==> src/rtl/key_bank_pkg.sv <==
// Shared definitions for the push-button bank: width helper, board and
// simulation timing constants, and the per-channel output bundle.
package key_bank_pkg;

  // Debounce and long-press timing for the 100 MHz board.
  localparam int DEB_CYCLES_BOARD  = 1000;
  localparam int LONG_CYCLES_BOARD = 50000;

  // Shortened timing for simulation.
  localparam int DEB_CYCLES_SIM  = 4;
  localparam int LONG_CYCLES_SIM = 20;

  typedef struct packed {
    logic level;
    logic press;
    logic rel;
    logic lng;
    logic tgl;
  } key_evt_t;

  // Smallest n with 2**n >= value.
  function automatic int clog2(input int value);
    int result;
    result = 0;
    for (int i = 0; i < 31; i++) begin
      if ((32'sd1 <<< i) < value) begin
        result = i + 1;
      end else begin
        result = result;
      end
    end
    return result;
  endfunction

endpackage

==> src/rtl/key_bank_chan.sv <==
// One button channel: two-flop synchroniser, debounce filter, press/release
// and long-press pulses, and a clearable start/stop toggle.
module key_bank_chan
  import key_bank_pkg::*;
#(
  parameter int DEB_CYCLES  = DEB_CYCLES_BOARD,
  parameter int LONG_CYCLES = LONG_CYCLES_BOARD
) (
  input  logic     clk_i,
  input  logic     rst_i,
  input  logic     key_i,
  input  logic     tgl_clr_i,
  output key_evt_t evt_o
);

  localparam int DW = clog2(DEB_CYCLES);
  localparam int HW = clog2(LONG_CYCLES + 1);

  localparam logic [DW-1:0] DEB_LAST = DW'(DEB_CYCLES - 1);
  localparam logic [HW-1:0] HOLD_MAX = HW'(LONG_CYCLES);
  localparam logic [HW-1:0] HOLD_PRE = HW'(LONG_CYCLES - 1);

  logic          s1_q, s2_q;
  logic [DW-1:0] deb_q, deb_d;
  logic [HW-1:0] hold_q, hold_d;
  logic          level_q, level_d;
  logic          press_q, press_d;
  logic          rel_q, rel_d;
  logic          long_q, long_d;
  logic          tgl_q, tgl_d;

  // Next-state logic for debounce, events, hold counter and toggle.
  always_comb begin
    deb_d   = '0;
    level_d = level_q;
    hold_d  = hold_q;
    tgl_d   = tgl_q;

    if (s2_q != level_q) begin
      if (deb_q == DEB_LAST) begin
        level_d = s2_q;
        deb_d   = '0;
      end else begin
        deb_d = deb_q + 1'b1;
      end
    end else begin
      deb_d = '0;
    end

    press_d = level_d & ~level_q;
    rel_d   = ~level_d & level_q;

    // Saturation at HOLD_MAX is what keeps LONG from repeating within one press.
    if (press_d) begin
      hold_d = '0;
    end else if (level_q && (hold_q != HOLD_MAX)) begin
      hold_d = hold_q + 1'b1;
    end else begin
      hold_d = hold_q;
    end

    // A release on the same edge the count completes suppresses LONG.
    long_d = level_q & level_d & (hold_q == HOLD_PRE);

    if (tgl_clr_i) begin
      tgl_d = 1'b0;
    end else if (press_d) begin
      tgl_d = ~tgl_q;
    end else begin
      tgl_d = tgl_q;
    end
  end

  // State registers with synchronous reset.
  always_ff @(posedge clk_i) begin
    if (rst_i) begin
      s1_q    <= 1'b0;
      s2_q    <= 1'b0;
      deb_q   <= '0;
      hold_q  <= '0;
      level_q <= 1'b0;
      press_q <= 1'b0;
      rel_q   <= 1'b0;
      long_q  <= 1'b0;
      tgl_q   <= 1'b0;
    end else begin
      s1_q    <= key_i;
      s2_q    <= s1_q;
      deb_q   <= deb_d;
      hold_q  <= hold_d;
      level_q <= level_d;
      press_q <= press_d;
      rel_q   <= rel_d;
      long_q  <= long_d;
      tgl_q   <= tgl_d;
    end
  end

  assign evt_o = {level_q, press_q, rel_q, long_q, tgl_q};

endmodule

==> src/rtl/key_bank.sv <==
// Bank of N_KEYS independent button channels; slices the per-channel
// event bundles onto the flat output ports.
module key_bank
  import key_bank_pkg::*;
#(
  parameter int N_KEYS      = 4,
  parameter int DEB_CYCLES  = DEB_CYCLES_BOARD,
  parameter int LONG_CYCLES = LONG_CYCLES_BOARD
) (
  input  logic              CLK,
  input  logic              RST,
  input  logic [N_KEYS-1:0] KEY,
  input  logic [N_KEYS-1:0] TGL_CLR,
  output logic [N_KEYS-1:0] LEVEL,
  output logic [N_KEYS-1:0] PRESS,
  output logic [N_KEYS-1:0] RELEASE,
  output logic [N_KEYS-1:0] LONG,
  output logic [N_KEYS-1:0] TOGGLE
);

  key_evt_t chan_evt [N_KEYS];

  for (genvar g = 0; g < N_KEYS; g++) begin : g_chan
    key_bank_chan #(
      .DEB_CYCLES (DEB_CYCLES),
      .LONG_CYCLES(LONG_CYCLES)
    ) u_chan (
      .clk_i    (CLK),
      .rst_i    (RST),
      .key_i    (KEY[g]),
      .tgl_clr_i(TGL_CLR[g]),
      .evt_o    (chan_evt[g])
    );

    assign LEVEL[g]   = chan_evt[g].level;
    assign PRESS[g]   = chan_evt[g].press;
    assign RELEASE[g] = chan_evt[g].rel;
    assign LONG[g]    = chan_evt[g].lng;
    assign TOGGLE[g]  = chan_evt[g].tgl;
  end

endmodule

==> config.mk <==
export PLATFORM = sky130hd
export DESIGN_NAME = key_bank
export DESIGN_NICKNAME = d
export VERILOG_FILES = /design/src/rtl/key_bank_pkg.sv /design/src/rtl/key_bank_chan.sv /design/src/rtl/key_bank.sv
export SDC_FILE = /design/constraint.sdc
export NUM_CORES = 1
export LEC_CHECK = 0
export BUFFER_PORTS_ARGS = -buffer_cell sky130_fd_sc_hd__buf_2
export CORE_ASPECT_RATIO = 1.75
export CORE_UTILIZATION = 60
export DETAILED_ROUTE_END_ITERATION = 6
export GPL_TIMING_DRIVEN = 0
export PLACE_DENSITY = 0.83
export SYNTH_ARGS = -nofsm -noshare
export SYNTH_HDL_FRONTEND = slang
export SYNTH_HIERARCHICAL = 1
export SYNTH_SLANG_ARGS = --single-unit
==> constraint.sdc <==
create_clock -name CLK -period 3.4 [get_ports CLK]
set_input_delay 0.17 -clock CLK [delete_from_list [all_inputs] [get_ports CLK]]
set_output_delay 0.17 -clock CLK [all_outputs]
set_load 0.03 [all_outputs]
; ---- Word level (Yosys, flattened, before mapping)
; Cells that the tools add are included.
; W data, S select, Z words.
[word_totals]
output_inout_bits = 20
register_bits = 132
word_cells = 116
in_bits = 10
[classes]
reduce_logical = 16
bitwise_logic = 32
mux = 8
n_addsub = 8
n_eq_ne = 16
[ops]
columns = op, n
row1 = $add A16 B1 Y16 const B, 4
row2 = $eq A16 B16 Y1 const B, 4
row3 = $ne A16 B16 Y1 const B, 4
row4 = $add A10 B1 Y10 const B, 4
row5 = $eq A10 B10 Y1 const B, 4
row6 = $and A1 B1 Y1, 16
row7 = $not A1 Y1, 16
row8 = $reduce_or A2 Y1, 8
row9 = $reduce_or A3 Y1, 4
row10 = $mux W1, 8
row11 = $logic_and A1 B1 Y1, 4
row12 = $ne A1 B1 Y1, 4

; ---- Longest topological paths before layout
; Gate-level depths: netlist of run 1.
[depth]
word_depth = 5
depth_mapped = 7

; ---- Cells and area by module
; The synthesis of run 1 kept the hierarchy.
[modules_own_cells]
columns = mod, area_per_inst_um2, seq_area_each_um2, cells_per_inst, instances
row1 = key_bank_chan, 1497.7, 660.6, 166, 4

; ---- Least setup slack after synthesis of run 1
; Ideal clock, no wire load.
[synth_timing]
path_type = register -> register
from = register g_chan[0].u_chan.deb_q[0]
to = register g_chan[0].u_chan.hold_q[14]
stages_incl_launch_ff = 8
setup_time_ns = 0.115
path_slack_ns = 1.794
required_time_ns = 3.285
period_less_slack_ns = 1.606
arrival_ns = 1.491
path_cell_list = dfxtp_1 ha_1 nand4b_1 nor4_1 or2_1 buf_2 buf_4 nor2_1
[synth_between]
elab_chain_len = 5
[synth_rtl]
columns = item, line_no
row1 = "start, declared", key_bank_chan.sv:24  ; logic [DW-1:0] deb_q, deb_d;
row2 = "start signal, assigned", key_bank_chan.sv:79  ; deb_q <= '0;
row3 = "start signal, assigned", key_bank_chan.sv:89  ; deb_q <= deb_d;
row4 = $eq A10 B10 Y1, key_bank_chan.sv:40  ; if (deb_q == DEB_LAST) begin
row5 = $mux W1, key_bank_chan.sv:40
row6 = $mux W1, key_bank_chan.sv:39  ; if (s2_q != level_q) begin
row7 = $and A1 B1 Y1, key_bank_chan.sv:50  ; press_d = level_d & ~level_q;
row8 = $reduce_or A2 Y1 (no source line), -
row9 = "end signal, assigned", key_bank_chan.sv:90  ; hold_q <= hold_d;
row10 = "end, declared", key_bank_chan.sv:25  ; logic [HW-1:0] hold_q, hold_d;
; No other way between the ends.
; A chain may end at the register's enable or synchronous reset.

; ---- Worst setup path in the final report of run 1
[layout_timing]
from = register g_chan[0].u_chan.deb_q[0]
to = register g_chan[0].u_chan.hold_q[8]
; The elaborated chain is that of the path after synthesis.

==> impl_metrics.csv, run 1 <==
group,metric,value,unit
sta,fin_hold_ws,0.0156,ns
pwr,p_sw,0.000682,W
routing,dr.pass1.iters,4,
synth,syn_inst,664,
clock_tree,cts.sink_count,132,
pwr,leakage,2.61,nW
clock_tree,clkTransAtPathRegs,0.05,ns
global_route,grt_max_degree,17,
sta,setup_viol,0,
floorplanning,die_w,77.5,um
final_layout,diodes,0,
synth,synthesis.area,5990,um2
pwr,seq_power_share,45.2,%
sta,period_share,58.5,%
clock_tree,htreeDepth,4,
placed_design,portBuffers,28,
sta,max_freq,503,MHz
floorplanning,fp-row-count,47,
final_layout,layout-drive-gt1-share,14.6,%
final_layout,area_delta_synth_final,16.2,%
floorplanning,coreArea,9590,um2
floorplanning,die_h,134,um
synth,ys_top_cells_by_area,"dfxtp_1 (44%), nor2_1 (7.3%), xnor2_1 (7.0%), xor2_1 (5.3%), nand4_1 (4.2%)",
final_layout,fillCellCount,704,
global_route,grt_pass1_wl,19400,um
sta,skew,0.00498,ns
routing,drt_iter0_markers,214,
clock_tree,cts_buffer_depth,2,
pwr,power_frac_clock,53.4,%
clock_tree,cts_inserted_buffers,17,
routing,final_antenna_net_count,0,
pwr,ir_worst_vdd,0.412,mV
critical_path,path_buf_inv,2,
clock_tree,cts_tree,"done",
synth,yosys_register_bits,132,
sta,finalMaxSlewViolations,0,
final_layout,final_area,6960,um2
critical_path,cp-end-kind,"register",
critical_path,crit_cells,7,
min_path,min_path_type,"input pin to register",
critical_path,max_stage_delay,0.49,ns
final_layout,nNetsFinal,740,
critical_path,critPathMaxFanout,10,
critical_path,cp_slowest_cell,"nor4_1",
sta,relSlewSlack,63.8,%
critical_path,worstRegToRegCells,7,
routing,wire_per_inst,13.4,um
placed_design,post_dp_cell_area,6280,um2
synth,yosysSeqAreaShare,44.1,%
critical_path,cp_top_family,"simple AND/OR/NAND/NOR gates",
synth,synth_cell_type_count,34,
sta,rsz0062_at_grt,"no",
placed_design,place_congestion,0.866,
floorplanning,ioPinCount,30,
global_route,grt-ovfl-total,0,
synth,synth_nets,686,
synth,avgSynthCellArea,9.02,um2
job,cap_violations,0,
floorplanning,die_area,10400,um2
routing,wirelength,11400,um
min_path,holdPathStages,2,
sta,min_period,1.99,ns
final_layout,utilization,72.7,%
clock_tree,cts_resized,0,
global_route,first_global_vias,4619,
pwr,p_int,0.00276,W
synth,synth_top_area_share,44.1,%
placed_design,place_ws,1.50,ns
global_route,antenna_found_initial,0,
placed_design,dp_hpwl,7960,um
synth,synth.largest_area_cell,"dfxtp_1",
critical_path,start_kind,"register",
clock_tree,insertion_delay,0.41,ns
critical_path,path_cells,"ha_1 > nand4b_1 > nor4_1 > or2_1 > buf_2 > buf_4 > nor2_1",
pwr,combinationalPowerShare,1.4,%
status,status,"complete, no violations",
pwr,p_per_area,495,nW/um2
sta,setup_tns,0,ns
routing,num_vias,4725,
synth,yosysWarnings,6,
sta,setup_ws,1.41,ns
global_route,grt_use_total,23.5,%
floorplanning,initial_core_util,62.5,%
clock_tree,cts-root-buf,"clkbuf_16",
critical_path,worstPathRequired,3.70,ns
sta,max_slew.worst_pin.slew,0.535,ns
sta,hold_viol,0,
critical_path,arrival,2.29,ns
pwr,switching_share,19.8,%
routing,vias_per_cell,5.54,
critical_path,path_class,"register to register",
routing,drc,0,
==> sequential cells by signal, summed over array words and instances (netlist names) <==
| signal | flops |
|---|---|
| g_chan.u_chan/press_q | 4 |
| g_chan.u_chan/tgl_q | 4 |
| g_chan.u_chan/level_q | 4 |
| g_chan.u_chan/s1_q | 4 |
| g_chan.u_chan/deb_q | 40 |
| g_chan.u_chan/hold_q | 64 |
| g_chan.u_chan/rel_q | 4 |
| g_chan.u_chan/long_q | 4 |
| g_chan.u_chan/s2_q | 4 |
==> synthesized netlist by cell type <==
library cell    n
a211o_1         4
a21oi_1        12
a41o_1          4
and3_1         12
and4_1         12
and4b_1         4
buf_2          12
buf_4          28
buf_6           4
clkbuf_1       12
dfxtp_1       132
ha_1           12
inv_1          20
mux2i_1         8
nand2_1        28
nand2b_1        8
nand3_1        28
nand4_1        40
nand4_4         4
nand4b_1        4
nor2_1        116
nor2b_1         8
nor3_1         20
nor3b_1         8
nor4_1         12
nor4b_1         4
nor4bb_1        4
o21ai_0         4
o31ai_1         4
or2_1           4
or3_1           4
or4_1           4
xnor2_1        48
xor2_1         36
==> logic make-up (layout without fill, tap and decap cells) <==
kind of cell | count (synthesis) | after routing | share of synthesized area (%)
compound gates | 28 | 28 | 3.09
xor+xnor | 84 | 84 | 12.3
fa+ha+maj | 12 | 12 | 2.51
buf+inv | 76 | 143 | 7.27
flops | 132 | 132 | 44.1
mux | 8 | 8 | 1.34
simple gates | 324 | 324 | 29.4
==> power by group through the flow <==
| stage | Sequential, W | Clock, W | Combinational [W] |
|---|---|---|---|
| 6_report | 0.00156 | 0.00184 | 0.0000486 |
| 3_5_place_dp | 0.00159 | 0 | 0.0000420 |
| 3_3_place_gp | 0.00159 | 0 | 0.0000408 |
| 4_1_cts | 0.00156 | 0.00187 | 0.0000493 |
| 5_1_grt | 0.00156 | 0.00194 | 0.0000535 |
| 2_1_floorplan | 0.00159 | 0 | 0.0000295 |
==> cell usage in the layout (no fill, tap or decap), types with 13 or more instances in the layout <==
cell type / instances
clkbuf_16: 17
nand3_1: 28
xor2_1: 36
clkbuf_1: 13
nand2_1: 28
xnor2_1: 48
buf_2: 40
nor3_1: 20
dfxtp_1: 132
nand4_1: 40
inv_1: 20
buf_4: 28
nor2_1: 116
==> cell type report <==
type	count	area, um2	area share, %
multi-input cells	456	2910	41.8
repair buffers	35	210	3.02
clock buffers	20	457	6.56
inverters	20	75.1	1.08
well taps	122	153	2.19
plain buffers	56	360	5.17
flip-flops and latches	132	2640	37.9
clock inverters	12	154	2.21
==> worst paths after layout <==
kind / startpoint / end / slack (ns)
min reg2reg: g_chan[0].u_chan/s1_q$_SDFF_PP0_ / g_chan[0].u_chan/s2_q$_SDFF_PP0_ / 0.44
max: g_chan[0].u_chan/deb_q[0]$_SDFF_PP0_ / g_chan[0].u_chan/hold_q[8]$_SDFFE_PP0P_ / 1.41
max reg2reg: g_chan[0].u_chan/deb_q[0]$_SDFF_PP0_ / g_chan[0].u_chan/hold_q[8]$_SDFFE_PP0P_ / 1.41
min: KEY[1] / g_chan[1].u_chan/s1_q$_SDFF_PP0_ / 0.02
==> through the flow <==
stage / std cells / total power (W)
6_report: 853 / 0.00345
3_3_place_gp: 814 / 0.00163
3_5_place_dp: 814 / 0.00163
5_1_grt: 853 / 0.00355
4_1_cts: 853 / 0.00348
2_1_floorplan: 664 / 0.00162
==> repair_timing <==
action                                 in CTS  in global routing
setup buffers                               0                  0
endpoints found under the hold margin       7                  0
hold buffers                                7                  0
==> metal layers <==
metal	global-route usage, %	vias up	wire length [um]
met3	5.65	18	342
met5	0	-	0
li1	-	2366	-
met4	10.8	0	237
met2	46.3	83	6470
met1	22.1	2258	4340
Note: power is estimated with default switching activity, not from simulation.
==> run 2, diff against run 1 <==
==> constraint.sdc (replaced) <==
create_clock -name CLK -period 1.9 [get_ports CLK]
set_input_delay 0.095 -clock CLK [delete_from_list [all_inputs] [get_ports CLK]]
set_output_delay 0.095 -clock CLK [all_outputs]
set_load 0.03 [all_outputs]
==> run 2 against run 1 <==
Clock power rose by 80%. Global-route usage grew 0.17 points. Flip-flop and latch count stayed put. Register-to-register slack worse by 1.3 ns. First-iteration DRC count rose by 7.5%. Worst hold slack better by 0.0047 ns. Combinational power is 86% higher. Via count hardly changed. Cell count is 0.12% lower.
==> impl_metrics.csv, run 2 (same netlist as run 1, synthesis figures left out) <==
group,metric,value,unit
status,status,"complete, no violations",
floorplanning,die_area,10400,um2
final_layout,largest_register,"g_chan.u_chan/hold_q",
final_layout,final_cell_mix,"dfxtp_1 (132), nor2_1 (116), xnor2_1 (48)",
critical_path,critPathMaxFanout,10,
final_layout,area_delta_synth_final,17.7,%
sta,relSlewSlack,63.5,%
pwr,ir_worst_vdd,0.741,mV
sta,finalMaxSlewViolations,0,
min_path,worstHoldStart,"RST",
placed_design,dp_hpwl,7960,um
floorplanning,die_w,77.5,um
critical_path,worstRegToRegCells,7,
pwr,p_per_area,877,nW/um2
floorplanning,fp-row-count,47,
sta,max_slew.worst_pin.slew,0.540,ns
sta,skew,0.00734,ns
global_route,grt-ovfl-total,0,
min_path,holdPathStages,2,
job,cap_violations,0,
global_route,antenna_found_initial,0,
global_route,grt_max_degree,17,
routing,wirelength,11600,um
routing,vias_per_cell,5.54,
clock_tree,htreeDepth,4,
critical_path,path_class,"register to register",
placed_design,portBuffers,28,
routing,drt_iter0_markers,230,
final_layout,layout-drive-gt1-share,16.2,%
critical_path,rrSetupSlack,0.09,ns
global_route,grt_pass1_wl,19500,um
placed_design,post_dp_cell_area,6280,um2
critical_path,reg2reg_from,"g_chan[1].u_chan/deb_q[0]$_SDFF_PP0_",
critical_path,reg2reg_to,"g_chan[1].u_chan/hold_q[7]$_SDFFE_PP0P_",
clock_tree,cts.sink_count,132,
sta,period_share,95.3,%
global_route,first_global_vias,4647,
final_layout,top_regs,"g_chan.u_chan/hold_q x64, g_chan.u_chan/deb_q x40",
routing,final_antenna_net_count,0,
sta,setup_ws,0.0886,ns
sta,setup_viol,0,
floorplanning,initial_core_util,62.5,%
sta,max_freq,552,MHz
sta,hold_viol,0,
critical_path,worstPathRequired,2.21,ns
clock_tree,cts_buffer_depth,2,
floorplanning,coreArea,9590,um2
critical_path,arrival,2.12,ns
pwr,leakage,2.61,nW
critical_path,cp-end-kind,"register",
floorplanning,ioPinCount,30,
routing,num_vias,4722,
final_layout,final_area,7050,um2
routing,drc,0,
min_path,min_path_type,"input pin to register",
clock_tree,insertion_delay,0.42,ns
clock_tree,clkTransAtPathRegs,0.06,ns
floorplanning,die_h,134,um
placed_design,place_congestion,0.866,
clock_tree,cts-root-buf,"clkbuf_16",
routing,wire_per_inst,13.6,um
routing,dr.pass1.iters,4,
global_route,grt_use_total,23.7,%
final_layout,largest_reg_flops,64,
final_layout,nNetsFinal,739,
final_layout,diodes,0,
min_path,hold_end,"g_chan[1].u_chan/level_q$_SDFF_PP0_",
placed_design,place_ws,0.00134,ns
clock_tree,cts_inserted_buffers,17,
sta,min_period,1.81,ns
critical_path,start_kind,"register",
final_layout,layout_commonest_cell,"dfxtp_1",
clock_tree,cts_tree,"done",
final_layout,fillCellCount,686,
[run 2: routing by layer]
| layer | vias to the layer above | global-route usage [%] | wire [um] |
|---|---|---|---|
| met3 | 17 | 5.71 | 361 |
| met5 | - | 0 | 0 |
| li1 | 2362 | - | - |
| met4 | 0 | 11.4 | 246 |
| met1 | 2259 | 22.2 | 4390 |
| met2 | 84 | 46.5 | 6610 |
[run 2: area by class of cell]
| class | count | area, um2 | share of cell area [%] |
|---|---|---|---|
| well taps | 122 | 153 | 2.17 |
| plain buffers | 53 | 350 | 4.97 |
| inverters | 20 | 75.1 | 1.06 |
| clock buffers | 20 | 457 | 6.48 |
| repair buffers | 37 | 228 | 3.23 |
| clock inverters | 12 | 154 | 2.18 |
| flip-flops and latches | 132 | 2640 | 37.5 |
| multi-input cells | 456 | 2990 | 42.4 |
[run 2: worst max-delay path: stages, from the launching register on]
cell and delay, ns:
dfxtp_1 0.37, ha_2 0.24, nand4b_1 0.19, nor4_4 0.31, or2_1 0.14, buf_2 0.18, buf_4 0.20, nor2_1 0.06
[run 2: worst max-delay path by stage]
| stage | start | endpoint | slack, ns | cells past startpoint |
|---|---|---|---|---|
| after floorplan | g_chan[0].u_chan/deb_q[0]$_SDFF_PP0_ | g_chan[0].u_chan/hold_q[14]$_SDFFE_PP0P_ | 0.29 | 7 |
| after CTS | g_chan[0].u_chan/deb_q[0]$_SDFF_PP0_ | g_chan[0].u_chan/hold_q[11]$_SDFFE_PP0P_ | 0.02 | 7 |
| after global placement | g_chan[0].u_chan/deb_q[0]$_SDFF_PP0_ | g_chan[0].u_chan/hold_q[14]$_SDFFE_PP0P_ | -0.02 | 7 |
| after detailed placement | g_chan[0].u_chan/deb_q[0]$_SDFF_PP0_ | g_chan[0].u_chan/hold_q[11]$_SDFFE_PP0P_ | 0.001 | 7 |
| after global routing | g_chan[0].u_chan/deb_q[0]$_SDFF_PP0_ | g_chan[0].u_chan/hold_q[6]$_SDFFE_PP0P_ | -0.02 | 7 |
| final | g_chan[1].u_chan/deb_q[0]$_SDFF_PP0_ | g_chan[1].u_chan/hold_q[7]$_SDFFE_PP0P_ | 0.09 | 7 |
[run 2: power by group]
group	internal, W	switching, W
Combinational	0.0000385	0.0000520
Sequential	0.00278	0.00000581
Clock	0.00213	0.00118
Total	0.00495	0.00123
[run 2: timing repair]
item	4_1_cts	5_1_grt
resized for setup	3	12
pin swaps	0	3
endpoints found under the hold margin	8	0
setup buffers	0	1
endpoints found under the setup margin	30	81
hold buffers	8	0
[run 2: through the flow]
| step | util, % | total power (W) | hold WS [ns] | std cells | setup TNS [ns] |
|---|---|---|---|---|---|
| global placement | 65.6 | 0.00292 | 0.258 | 814 | -0.132 |
| detailed placement | 65.6 | 0.00292 | 0.260 | 814 | 0 |
| floorplan | - | 0.00290 | 0.172 | 664 | 0 |
| finish | 73.5 | 0.00618 | 0.0203 | 852 | 0 |
| global route | 73.5 | 0.00636 | 0.0496 | 852 | -0.193 |
| CTS | 73.0 | 0.00622 | 0.0188 | 854 | 0 |
==> run 3, diff against run 2 <==
--- a/config.mk
+++ b/config.mk
@@ -9,7 +9,6 @@
 export CORE_ASPECT_RATIO = 1.75
 export CORE_UTILIZATION = 60
 export DETAILED_ROUTE_END_ITERATION = 6
-export GPL_TIMING_DRIVEN = 0
 export PLACE_DENSITY = 0.83
 export SYNTH_ARGS = -nofsm -noshare
 export SYNTH_HDL_FRONTEND = slang
==> run 3 against run 2 <==
Fmax grew 3.6%. Global-route usage grew 0.31 points. Register-to-register slack gained 0.06 ns. Flip-flop and latch count is the same. Core utilization shrank 2.6 points. Total power grew 4.5%. Wire length shrank 0.49%. Critical path type unchanged.
==> impl_metrics.csv, run 3 (same netlist as run 1, synthesis figures left out) <==
group,metric,value,unit
critical_path,worstPathRequired,2.17,ns
final_layout,area_delta_synth_final,13.5,%
routing,vias_per_cell,5.66,
clock_tree,htreeDepth,4,
placed_design,place_congestion,0.857,
floorplanning,die_h,134,um
placed_design,portBuffers,29,
global_route,grtUsageMet1,23.8,%
critical_path,path_class,"register to register",
job,cap_violations,0,
global_route,grt-ovfl-total,0,
sta,rsz0062_at_grt,"no",
routing,drt_iter0_markers,318,
sta,min_period,1.75,ns
sta,setup_tns,0,ns
global_route,first_global_vias,4602,
routing,dr.pass1.iters,5,
critical_path,worstRegToRegCells,5,
sta,skew,0.00976,ns
routing,wirelength,11600,um
clock_tree,cts.repair_timing.setup_buffer_count,0,
floorplanning,fp-row-count,47,
sta,setup_viol,0,
routing,num_vias,4616,
floorplanning,coreArea,9590,um2
critical_path,rrSetupSlack,0.15,ns
sta,relSlewSlack,60.9,%
sta,max_freq,572,MHz
placed_design,post_dp_cell_area,6060,um2
sta,max_slew.worst_pin.slew,0.578,ns
critical_path,critPathMaxFanout,4,
min_path,hold_end,"g_chan[2].u_chan/level_q$_SDFF_PP0_",
pwr,ir_worst_vdd,0.858,mV
clock_tree,cts-root-buf,"clkbuf_16",
floorplanning,ioPinCount,30,
routing,drc,0,
clock_tree,cts_inserted_buffers,17,
global_route,grt_use_total,24.0,%
clock_tree,cts_buffer_depth,2,
routing,wire_per_inst,14.2,um
clock_tree,insertion_delay,0.42,ns
final_layout,layout-drive-gt1-share,11.7,%
min_path,worstHoldStart,"RST",
min_path,min_path_type,"input pin to register",
clock_tree,cts_tree,"done",
clock_tree,cts.sink_count,132,
critical_path,arrival,2.02,ns
critical_path,reg2reg_from,"g_chan[0].u_chan/deb_q[0]$_SDFF_PP0_",
clock_tree,clkTransAtPathRegs,0.06,ns
pwr,p_per_area,950,nW/um2
final_layout,final_cell_mix,"dfxtp_1 (132), nor2_1 (116), xnor2_1 (48)",
final_layout,nNetsFinal,702,
routing,final_antenna_net_count,0,
final_layout,largest_register,"g_chan.u_chan/hold_q",
pwr,leakage,2.48,nW
min_path,holdPathStages,2,
final_layout,layout_commonest_cell,"dfxtp_1",
status,status,"complete, no violations",
clock_tree,cts_resized,0,
sta,finalMaxSlewViolations,0,
floorplanning,die_area,10400,um2
floorplanning,initial_core_util,62.5,%
critical_path,start_kind,"register",
global_route,antenna_found_initial,0,
global_route,grt_pass1_wl,19900,um
placed_design,dp_hpwl,7780,um
final_layout,largest_reg_flops,64,
final_layout,top_regs,"g_chan.u_chan/hold_q x64, g_chan.u_chan/deb_q x40",
final_layout,diodes,0,
critical_path,cp-end-kind,"register",
global_route,grtUsageMet2,44.4,%
global_route,grt_max_degree,30,
global_route,met3_usage,5.99,%
floorplanning,die_w,77.5,um
critical_path,reg2reg_to,"g_chan[0].u_chan/press_q$_SDFF_PP0_",
sta,hold_viol,0,
sta,period_share,92.1,%
global_route,grt-busiest-layer,"met2",
final_layout,final_area,6800,um2
clock_tree,cts_hold_buf,8,
==> run 3: changes by cell type in the layout (fill, tap and decap cells not counted), moves of 2 or more <==
| cell | before | now |
|---|---|---|
| ha_2 | 3 | 0 |
| nor4_1 | 8 | 12 |
| bufinv_16 | 3 | 5 |
| nor3_2 | 2 | 0 |
| buf_6 | 4 | 0 |
| nor4_4 | 4 | 0 |
| nor3_1 | 18 | 20 |
| buf_2 | 40 | 29 |
| clkbuf_1 | 9 | 0 |
| buf_4 | 29 | 15 |
| ha_1 | 9 | 12 |
==> run 3: layer usage <==
| metal | up-vias | share of wire, % |
|---|---|---|
| met5 | - | 0 |
| met4 | 0 | 2.2 |
| met3 | 23 | 2.9 |
| met2 | 81 | 55 |
| met1 | 2220 | 40 |
| li1 | 2292 | - |
==> run 3: critical path, cell delays in order (launching register included) <==
cell and delay, ns:
dfxtp_1 0.37, ha_1 0.26, nand4b_1 0.15, nor3_1 0.36, mux2i_1 0.36, nor3_1 0.10
==> run 3: final cells by class <==
cell class | instances | area, um2
Sequential cell | 132 | 2640
Fill cell | 676 | 2790
Timing Repair Buffer | 53 | 358
Clock inverter | 13 | 205
Multi-Input combinational cell | 456 | 2910
Clock buffer | 19 | 453
Inverter | 20 | 75.1
Tap cell | 122 | 153
==> run 3: per-stage QoR <==
stage	hold WS, ns	total power, W	setup WS, ns	instances	utilization [%]
finish	0.151	0.00646	0.151	815	70.9
global route	0.176	0.00665	0.0241	815	70.9
detailed placement	0.262	0.00292	0.208	775	63.2
floorplan	0.172	0.00290	0.294	664	-
global placement	0.256	0.00292	0.231	775	63.2
CTS	0.139	0.00650	0.141	815	70.9
==> run 3: report_power, final <==
part,total [W],switching [W],leakage (nW),internal [W]
clock,0.00358,0.00119,0.315,0.00239
combinational,0.0000882,0.0000501,1.10,0.0000382
sequential,0.00279,0.00000582,1.06,0.00278
==> run 3: how the worst max path moves through the flow <==
| stage | slack, ns | cells past startpoint | start | endpoint |
|---|---|---|---|---|
| 2_1_floorplan | 0.29 | 7 | g_chan[0].u_chan/deb_q[0]$_SDFF_PP0_ | g_chan[0].u_chan/hold_q[14]$_SDFFE_PP0P_ |
| 3_3_place_gp | 0.23 | 6 | g_chan[0].u_chan/deb_q[0]$_SDFF_PP0_ | g_chan[0].u_chan/hold_q[15]$_SDFFE_PP0P_ |
| 3_5_place_dp | 0.21 | 5 | g_chan[0].u_chan/deb_q[0]$_SDFF_PP0_ | g_chan[0].u_chan/press_q$_SDFF_PP0_ |
| 4_1_cts | 0.14 | 5 | g_chan[1].u_chan/deb_q[0]$_SDFF_PP0_ | g_chan[1].u_chan/deb_q[5]$_SDFF_PP0_ |
| 5_1_grt | 0.02 | 6 | g_chan[1].u_chan/deb_q[0]$_SDFF_PP0_ | g_chan[1].u_chan/hold_q[6]$_SDFFE_PP0P_ |
| 6_report | 0.15 | 5 | g_chan[0].u_chan/deb_q[0]$_SDFF_PP0_ | g_chan[0].u_chan/press_q$_SDFF_PP0_ |
